<file path="config.mk">
export PLATFORM = sky130hd
export DESIGN_NAME = bram_port_arbiter_flat
export DESIGN_NICKNAME = d
export VERILOG_FILES = /design/src/rtl/bram_port_arbiter_pkg.sv /design/src/rtl/bram_port_arbiter_if.sv /design/src/rtl/bram_port_arbiter_rr_arbiter.sv /design/src/rtl/bram_port_arbiter.sv /design/src/flat_wrapper.sv
export SDC_FILE = /design/constraint.sdc
export NUM_CORES = 1
export LEC_CHECK = 0
export CORE_ASPECT_RATIO = 0.6
export CORE_MARGIN = 10
export CORE_UTILIZATION = 29
export CTS_CLUSTER_SIZE = 8
export DETAILED_ROUTE_END_ITERATION = 8
export HOLD_SLACK_MARGIN = 0.15
export PLACE_DENSITY = 0.78
export SETUP_SLACK_MARGIN = 0.5
export SLEW_MARGIN = 5
export SYNTH_ARGS = -nofsm -noshare
export SYNTH_HDL_FRONTEND = slang
export SYNTH_SLANG_ARGS = --single-unit
</file>
<file path="constraint.sdc">
create_clock -name clk -period 2 [get_ports clk]
set_clock_uncertainty 0.1 [all_clocks]
set_input_delay 0.4 -clock clk [delete_from_list [all_inputs] [get_ports clk]]
set_output_delay 0.4 -clock clk [all_outputs]
set_load 0.02 [all_outputs]
</file>
<file path="src/rtl/bram_port_arbiter_pkg.sv">
// Shared constants, read-tag type and address helpers for the BRAM port arbiter.
package bram_pkg;

    localparam int BRAM_DATA_W     = 32;
    localparam int BRAM_WE_W       = 4;
    localparam int BRAM_DEPTH      = 2048;
    localparam int BRAM_BYTE_SHIFT = 2;

    localparam int MAX_REQ  = 8;
    localparam int REQ_ID_W = $clog2(MAX_REQ);

    typedef struct packed {
        logic                valid;
        logic [REQ_ID_W-1:0] id;
    } rd_tag_t;

    function automatic logic [BRAM_DATA_W-1:0] word_to_byte_addr(input logic [BRAM_DATA_W-1:0] word_addr);
        return word_addr << BRAM_BYTE_SHIFT;
    endfunction

    // (base + off) mod n for base < n and off < n, without a divider.
    function automatic int rr_wrap(input int base, input int off, input int n);
        return ((base + off) >= n) ? (base + off - n) : (base + off);
    endfunction

endpackage

</file>
<file path="src/rtl/bram_port_arbiter_if.sv">
// Requester-side bus of the BRAM port arbiter: per-requester request and response signals.
interface bram_port_arbiter_if import bram_pkg::*; #(
    parameter int NUM_REQ = 2,
    parameter int ADDR_W  = 11
) ();

    logic [NUM_REQ-1:0]                  req_valid;
    logic [NUM_REQ-1:0]                  req_ready;
    logic [NUM_REQ-1:0]                  req_we;
    logic [NUM_REQ-1:0][ADDR_W-1:0]      req_addr;
    logic [NUM_REQ-1:0][BRAM_DATA_W-1:0] req_wdata;
    logic [NUM_REQ-1:0]                  rsp_valid;
    logic [BRAM_DATA_W-1:0]              rsp_rdata;

    modport master (
        output req_valid, req_we, req_addr, req_wdata,
        input  req_ready, rsp_valid, rsp_rdata
    );

    modport slave (
        input  req_valid, req_we, req_addr, req_wdata,
        output req_ready, rsp_valid, rsp_rdata
    );

endinterface

</file>
<file path="src/rtl/bram_port_arbiter_rr_arbiter.sv">
// Round-robin grant over NUM_REQ requesters; the pointer moves past the winner on every grant.
module rr_arbiter import bram_pkg::*; #(
    parameter int NUM_REQ = 2
) (
    input  logic                clk,
    input  logic                rst,
    input  logic [NUM_REQ-1:0]  i_req,
    output logic [NUM_REQ-1:0]  o_grant,
    output logic [REQ_ID_W-1:0] o_grant_id
);

    localparam int IDX_W = (NUM_REQ > 1) ? $clog2(NUM_REQ) : 1;

    logic [REQ_ID_W-1:0] r_ptr;
    logic                w_found;
    int                  w_cand;

    // First asserted request scanning upward from r_ptr, wrapping; nothing granted in reset.
    always_comb begin
        o_grant    = '0;
        o_grant_id = '0;
        w_found    = 1'b0;
        w_cand     = 0;
        for (int i = 0; i < NUM_REQ; i++) begin
            w_cand = rr_wrap(int'(r_ptr), i, NUM_REQ);
            if (!rst && !w_found && i_req[IDX_W'(w_cand)]) begin
                o_grant[IDX_W'(w_cand)] = 1'b1;
                o_grant_id              = REQ_ID_W'(w_cand);
                w_found                 = 1'b1;
            end else begin
                w_found = w_found;
            end
        end
    end

    // Pointer advances to the requester after the one just served.
    always_ff @(posedge clk) begin
        if (rst) begin
            r_ptr <= '0;
        end else if (w_found) begin
            r_ptr <= REQ_ID_W'(rr_wrap(int'(o_grant_id), 1, NUM_REQ));
        end else begin
            r_ptr <= r_ptr;
        end
    end

endmodule

</file>
<file path="src/rtl/bram_port_arbiter.sv">
// Shares one 32-bit BRAM port between NUM_REQ requesters, one access per cycle,
// with read data routed back to the issuer after READ_LATENCY+1 cycles.
module bram_port_arbiter import bram_pkg::*; #(
    parameter int NUM_REQ      = 2,
    parameter int ADDR_W       = 11,
    parameter int READ_LATENCY = 1
) (
    input  logic                   clk,
    input  logic                   rst,
    bram_port_arbiter_if.slave     req_if,
    output logic [BRAM_DATA_W-1:0] BRAM_addr,
    output logic                   BRAM_clk,
    output logic [BRAM_DATA_W-1:0] BRAM_din,
    input  logic [BRAM_DATA_W-1:0] BRAM_dout,
    output logic                   BRAM_en,
    output logic                   BRAM_rst,
    output logic [BRAM_WE_W-1:0]   BRAM_we
);

    logic [NUM_REQ-1:0]     w_grant;
    logic [REQ_ID_W-1:0]    w_grant_id;
    logic                   w_hs;
    logic                   w_sel_we;
    logic [ADDR_W-1:0]      w_sel_addr;
    logic [BRAM_DATA_W-1:0] w_sel_wdata;

    logic                   r_en;
    logic [BRAM_WE_W-1:0]   r_we;
    logic [BRAM_DATA_W-1:0] r_addr;
    logic [BRAM_DATA_W-1:0] r_din;
    rd_tag_t                r_tag [READ_LATENCY+1];

    rr_arbiter #(
        .NUM_REQ (NUM_REQ)
    ) u_rr_arbiter (
        .clk        (clk),
        .rst        (rst),
        .i_req      (req_if.req_valid),
        .o_grant    (w_grant),
        .o_grant_id (w_grant_id)
    );

    assign req_if.req_ready = w_grant;
    assign w_hs             = |w_grant;

    // One-hot grant lets the request fields be selected with an AND-OR mux.
    always_comb begin
        w_sel_we    = 1'b0;
        w_sel_addr  = '0;
        w_sel_wdata = '0;
        for (int i = 0; i < NUM_REQ; i++) begin
            w_sel_we    = w_sel_we    | (w_grant[i] & req_if.req_we[i]);
            w_sel_addr  = w_sel_addr  | ({ADDR_W{w_grant[i]}} & req_if.req_addr[i]);
            w_sel_wdata = w_sel_wdata | ({BRAM_DATA_W{w_grant[i]}} & req_if.req_wdata[i]);
        end
    end

    // Accepted transaction is registered onto the BRAM port for the next cycle.
    always_ff @(posedge clk) begin
        if (rst) begin
            r_en   <= 1'b0;
            r_we   <= {BRAM_WE_W{1'b0}};
            r_addr <= {BRAM_DATA_W{1'b0}};
            r_din  <= {BRAM_DATA_W{1'b0}};
        end else begin
            r_en <= w_hs;
            r_we <= {BRAM_WE_W{w_hs & w_sel_we}};
            if (w_hs) begin
                r_addr <= word_to_byte_addr(BRAM_DATA_W'(w_sel_addr));
                r_din  <= w_sel_wdata;
            end else begin
                r_addr <= r_addr;
                r_din  <= r_din;
            end
        end
    end

    // Read tags travel alongside the BRAM latency so data returns to its issuer.
    always_ff @(posedge clk) begin
        if (rst) begin
            for (int k = 0; k <= READ_LATENCY; k++) begin
                r_tag[k] <= '0;
            end
        end else begin
            r_tag[0] <= '{valid: w_hs & ~w_sel_we, id: w_grant_id};
            for (int k = 1; k <= READ_LATENCY; k++) begin
                r_tag[k] <= r_tag[k-1];
            end
        end
    end

    // Reset masks the port immediately so nothing in flight leaks out while rst is high.
    assign BRAM_clk  = clk;
    assign BRAM_rst  = rst;
    assign BRAM_en   = r_en & ~rst;
    assign BRAM_we   = rst ? {BRAM_WE_W{1'b0}}   : r_we;
    assign BRAM_addr = rst ? {BRAM_DATA_W{1'b0}} : r_addr;
    assign BRAM_din  = rst ? {BRAM_DATA_W{1'b0}} : r_din;

    // Response strobe is decoded from the oldest tag; data is forced to zero when idle.
    always_comb begin
        req_if.rsp_valid = '0;
        req_if.rsp_rdata = {BRAM_DATA_W{1'b0}};
        if (!rst && r_tag[READ_LATENCY].valid) begin
            for (int i = 0; i < NUM_REQ; i++) begin
                req_if.rsp_valid[i] = (r_tag[READ_LATENCY].id == REQ_ID_W'(i));
            end
            req_if.rsp_rdata = BRAM_dout;
        end else begin
            req_if.rsp_valid = '0;
            req_if.rsp_rdata = {BRAM_DATA_W{1'b0}};
        end
    end

endmodule

</file>
<file path="src/flat_wrapper.sv">
// flat-port wrapper written by rule: the top's interface ports become plain ports
module bram_port_arbiter_flat import bram_pkg::*;
#(
    parameter int NUM_REQ      = 2,
    parameter int ADDR_W       = 11,
    parameter int READ_LATENCY = 1
)
  (clk, rst, BRAM_addr, BRAM_clk, BRAM_din, BRAM_dout, BRAM_en, BRAM_rst, BRAM_we, req_if_req_valid, req_if_req_we, req_if_req_addr, req_if_req_wdata, req_if_req_ready, req_if_rsp_valid, req_if_rsp_rdata);
  bram_port_arbiter_if #(.NUM_REQ(NUM_REQ), .ADDR_W(ADDR_W)) req_if_i ();
  input  logic clk;
  input  logic rst;
  output logic [BRAM_DATA_W-1:0] BRAM_addr;
  output logic BRAM_clk;
  output logic [BRAM_DATA_W-1:0] BRAM_din;
  input  logic [BRAM_DATA_W-1:0] BRAM_dout;
  output logic BRAM_en;
  output logic BRAM_rst;
  output logic [BRAM_WE_W-1:0] BRAM_we;
  input wire logic [$bits(req_if_i.req_valid)-1:0] req_if_req_valid;
  input wire logic [$bits(req_if_i.req_we)-1:0] req_if_req_we;
  input wire logic [$bits(req_if_i.req_addr)-1:0] req_if_req_addr;
  input wire logic [$bits(req_if_i.req_wdata)-1:0] req_if_req_wdata;
  output wire logic [$bits(req_if_i.req_ready)-1:0] req_if_req_ready;
  output wire logic [$bits(req_if_i.rsp_valid)-1:0] req_if_rsp_valid;
  output wire logic [$bits(req_if_i.rsp_rdata)-1:0] req_if_rsp_rdata;
  assign req_if_i.req_valid = req_if_req_valid;
  assign req_if_i.req_we = req_if_req_we;
  assign req_if_i.req_addr = req_if_req_addr;
  assign req_if_i.req_wdata = req_if_req_wdata;
  assign req_if_req_ready = req_if_i.req_ready;
  assign req_if_rsp_valid = req_if_i.rsp_valid;
  assign req_if_rsp_rdata = req_if_i.rsp_rdata;
  bram_port_arbiter #(.NUM_REQ(NUM_REQ), .ADDR_W(ADDR_W), .READ_LATENCY(READ_LATENCY)) u_core (.clk(clk), .rst(rst), .req_if(req_if_i), .BRAM_addr(BRAM_addr), .BRAM_clk(BRAM_clk), .BRAM_din(BRAM_din), .BRAM_dout(BRAM_dout), .BRAM_en(BRAM_en), .BRAM_rst(BRAM_rst), .BRAM_we(BRAM_we));
endmodule
</file>
Word level (Yosys, flattened, before mapping)
Memories as Yosys holds them, arrays and structs flattened.
Cells that the tools add are included.
{ "classes": {"addsub": 5, "n_lt_le_gt_ge": 7, "n_eq_ne": 1, "mux": 27, "n_bitwise": 17, "n_reduce_logical": 10} }
{ "ops": {"columns": ["op", "count"], "rows": [
  ["bitwise AND 32 bit", 2],
  ["two-way mux 32 bit", 2],
  ["bitwise OR 32 bit", 1],
  ["bitwise AND 11 bit", 2],
  ["two-way mux 3 bit", 5],
  ["two-way mux 13 bit", 1],
  ["two-way mux 4 bit", 3],
  ["two-way mux 1 bit", 11],
  ["bitwise OR 11 bit", 1],
  ["subtractor 3 x 2 -> 3 bit (second input constant)", 3],
  ["adder 3 x 1 -> 4 bit (second input constant)", 2],
  ["greater-or-equal comparator 4 x 2 -> 1 bit (second input constant)", 2],
  ["logical AND 1 bit", 6],
  ["< comparator 1 x 3 -> 1 bit (second input constant)", 2],
  ["two-way mux 2 bit", 3],
  ["bitwise AND 1 bit", 5],
  ["equality test 3 x 1 -> 1 bit (second input constant)", 1],
  ["greater-or-equal comparator 3 x 2 -> 1 bit (second input constant)", 1],
  ["zero test 3 bit", 1],
  ["bitwise OR 1 bit", 3],
  ["demux 1 bit (select 1 bit)", 2],
  ["greater-or-equal comparator 1 bit (second input constant)", 2],
  ["zero test 1 bit", 2],
  ["inverter 1 bit", 2],
  ["2 further kinds", 2]
]} }
{ "totals": {"ff_bits": 48, "mem_bits_rw": 8, "input_bits": 124, "out_inout_bits": 107, "elab_cells": 73, "mem_count": 1} }
{ "mem_list": {"columns": ["name", "depth", "word_bits", "rd", "rd_clocked_by_memory_dff", "write_ports", "line_no", "source"], "rows": [
  ["u_core.r_tag", 2, 4, 2, 0, 2, "bram_port_arbiter.sv:31", "rd_tag_t r_tag [READ_LATENCY+1];"]
]} }

Longest topological paths before layout
{ "logic_depth": {"ltp_word": 16, "ltp_mapped": 12, "depth_no_buf": 12} }

By module
From an unflattened synthesis, not the netlist that was laid out.
{ "hier_totals": {"hier_cells": 376, "hier_area_um2": 3270.6} }
{ "by_module_without_submodules": {"columns": ["module", "n_inst", "cells_per_inst", "area_per_inst_um2", "seq_area_each_um2"], "rows": [
  ["bram_port_arbiter", 1, 334, 2910.3, 1061.0],
  ["rr_arbiter", 1, 42, 360.3, 60.1]
]} }

==> flow_summary.ini <==
[worst_setup_path]
worstPathCellList = inv_4 -> ha_4 -> nand2b_4 -> and2_4 -> xnor2_2 -> nand2_2 -> ha_4 -> nor3b_2 -> o211ai_1 -> o2111ai_1 -> a21oi_1
slowest_stage = dfxtp_2
cp.arrival_ns = 2.24
end_kind = flip-flop
cp_common_cell = ha_4
worst-r2r-cell-count = 11
start_kind = flip-flop
cp_top_family = simple AND/OR/NAND/NOR gates
cp_max_fo = 4
path_buf_inv = 1
path_depth = 11
criticalPathCategory = reg2reg
worstPathRequired_ns = 2.19
max_stage_delay_ns = 0.34

[place]
dp_hpwl_um = 7435
placed_cell_area_um2 = 5094
dpl.cell_count = 562
routabilityCongestion = 0.7971
port_buffers = 163
place_ws_ns = -0.2829

[finish]
mostFrequentLayoutCell = buf_6
drive_above_1_share = 0.6803
utilization = 0.6852
finalInstanceArea_um2 = 6296
nets = 615
area_delta_synth_final_pct = 129.6
num_antenna_cells = 0
final_cell_mix = buf_6, clkdlybuf4s50_1, nor2b_4
stdcell_count = 618

[detailed_routing]
vias = 2546
drc = 0
drtPass1Iterations = 4
first_iter_violations = 30
post_drt_wl_per_cell_um = 17.56
postRouteAntennaNets = 0
routed_wl_um = 10860
vias_per_cell = 4.120

[clocking]
clk_pin_slew_ns = 0.07
clock_latency_ns = 0.40
holdBufCountCts = 0
cts_tree = done

[global_routing]
grt_pass1_wl_um = 15150
overflow = 0
grt_pass1_vias = 2628
antenna_found_initial = 0
track_usage = 0.1389
grt_start_max_net_pins = 21

[sta]
setup_viol = 2
fin_crit_ns = 2.045
fin_ws_ns = -0.04467
fin_crit_sh = 1.022
hold_viol = 0
slew_violations = 0
rsz0062_at_grt = true
fmax_mhz = 489.1

[floorplanning]
fp.coreArea_um2 = 9189
dieArea_um2 = 13870
fp-row-count = 27
io_pins = 231
initial_core_util = 0.2985
die_x_um = 145.5
fp.dieH_um = 95.33

[outcome]
outcome = complete, but fails checks
violations = negative setup slack

[power_and_ir_drop]
power_leakage_nw = 2.748
vdd_ir_drop_max_mv = 0.6106
p_per_area_nw_per_um2 = 577.2

[min_path]
holdPathStages = 3
min_path_type = in2reg

[logic_synthesis]
synth.yosys.seq_area_share = 0.4088
synth.ff_latch_count = 56
yosysUniqueCellTypes = 32
syn_area_um2 = 2743
synth_cells = 267
synth_area_per_cell_um2 = 10.27
yosysWarningCount = 0

[run]
maxCapViolCount = 0
routing by layer:
layer | track usage | share of wire | vias up
li1 | - | - | 1252
met1 | 0.1588 | 0.42 | 1196
met2 | 0.2325 | 0.50 | 91
met3 | 0.07187 | 0.073 | 7
met4 | 0.02596 | 0.0044 | 0
met5 | 0 | 0 | -
area by class of cell:
type	instances	area (um2)
fill	646	2893
inverter	5	25.02
clock buffer	11	242.7
sequential	56	1156
timing repair buffer	230	2655
multi-input combinational	185	2047
tap	130	162.7
clock inverter	1	7.507
worst min-delay path: cells and delay by family:
kind / cells / cell delay (ns)
buffers and inverters: 2 / 0.35
AOI/OAI and AO/OA: 1 / 0.04
through the flow:
step | hold WS, ns | setup TNS [ns] | power (mW)
after floorplan | 0.3138 | 0 | 1.874
after global placement | 0.3219 | -13.85 | 2.138
after detailed placement | 0.3308 | -15.42 | 2.159
after CTS | 0.3127 | -0.07133 | 3.590
after global routing | 0.3416 | -0.2198 | 3.796
final | 0.3291 | -0.05978 | 3.634
Yosys cell counts:
cell type / instances / share of area
o21a_4: 1 / 0.0055
xor2_1: 1 / 0.0032
a41o_1: 1 / 0.0036
nand3_1: 1 / 0.0018
clkinv_1: 1 / 0.0014
clkbuf_1: 8 / 0.011
mux2_2: 19 / 0.078
nor3_1: 2 / 0.0036
conb_1: 1 / 0.0014
mux2_1: 24 / 0.099
nor2_4: 1 / 0.0041
and2b_4: 1 / 0.0036
and3_1: 1 / 0.0023
nand4b_1: 1 / 0.0032
nor3b_1: 1 / 0.0027
dfxtp_1: 56 / 0.41
nand2_1: 2 / 0.0027
xnor2_2: 1 / 0.0059
buf_4: 28 / 0.077
ha_1: 4 / 0.018
nor2b_1: 50 / 0.11
xnor2_1: 3 / 0.0096
o2111ai_1: 1 / 0.0032
a21oi_1: 1 / 0.0018
nand2b_1: 5 / 0.011
nand4_1: 1 / 0.0023
inv_1: 4 / 0.0055
and2_4: 1 / 0.0032
buf_6: 6 / 0.025
nor2_1: 4 / 0.0055
and2_1: 35 / 0.080
o211ai_1: 1 / 0.0027
sequential cells by signal, summed over array words and instances (netlist names):
signal / count
u_core.r_din: 32
u_core.r_addr: 11
u_core.r_tag: 8
u_core.u_rr_arbiter.r_ptr: 3
u_core.r_en: 1
u_core.r_we: 1
cells by family (layout without fill, tap and decap cells):
group	after synthesis	count (layout)	synth area share
and+or+nand+nor	106	106	0.2404
DFF	56	56	0.4088
buffers and inverters	47	247	0.1191
muxes	43	43	0.1766
AOI/OAI and AO/OA	5	5	0.01688
xor gates and xnor gates	5	5	0.01871
adders and majority gates	4	4	0.01825
other	1	22	0.001367
what timing repair did:
action | 4_1_cts | 5_1_grt
buffers inserted | 17 | 15
resized for setup | 537 | 40
setup endpoints to repair | 130 | 131
gates cloned | 6 | 7
pin swaps | 16 | 30
endpoints found under the hold margin | 0 | 0
path summary, 6_finish.rpt:
check / slack (ns) / startpoint / endpoint
worst min-delay path: 0.33 / rst / u_core.u_rr_arbiter.r_ptr[1]
worst min register to register: 0.34 / u_core.r_tag[0][3] / u_core.r_tag[0][7]
worst max register to register: -0.04 / u_core.u_rr_arbiter.r_ptr[2] / u_core.u_rr_arbiter.r_ptr[1]
worst max-delay path: -0.04 / u_core.u_rr_arbiter.r_ptr[2] / u_core.u_rr_arbiter.r_ptr[1]
power by group:
group	internal (mW)	switching, mW	total [mW]
Combinational	0.665	0.401	1.07
Sequential	1.21	0.0293	1.24
Clock	0.842	0.485	1.33
Power figures use the tool's default switching activity.
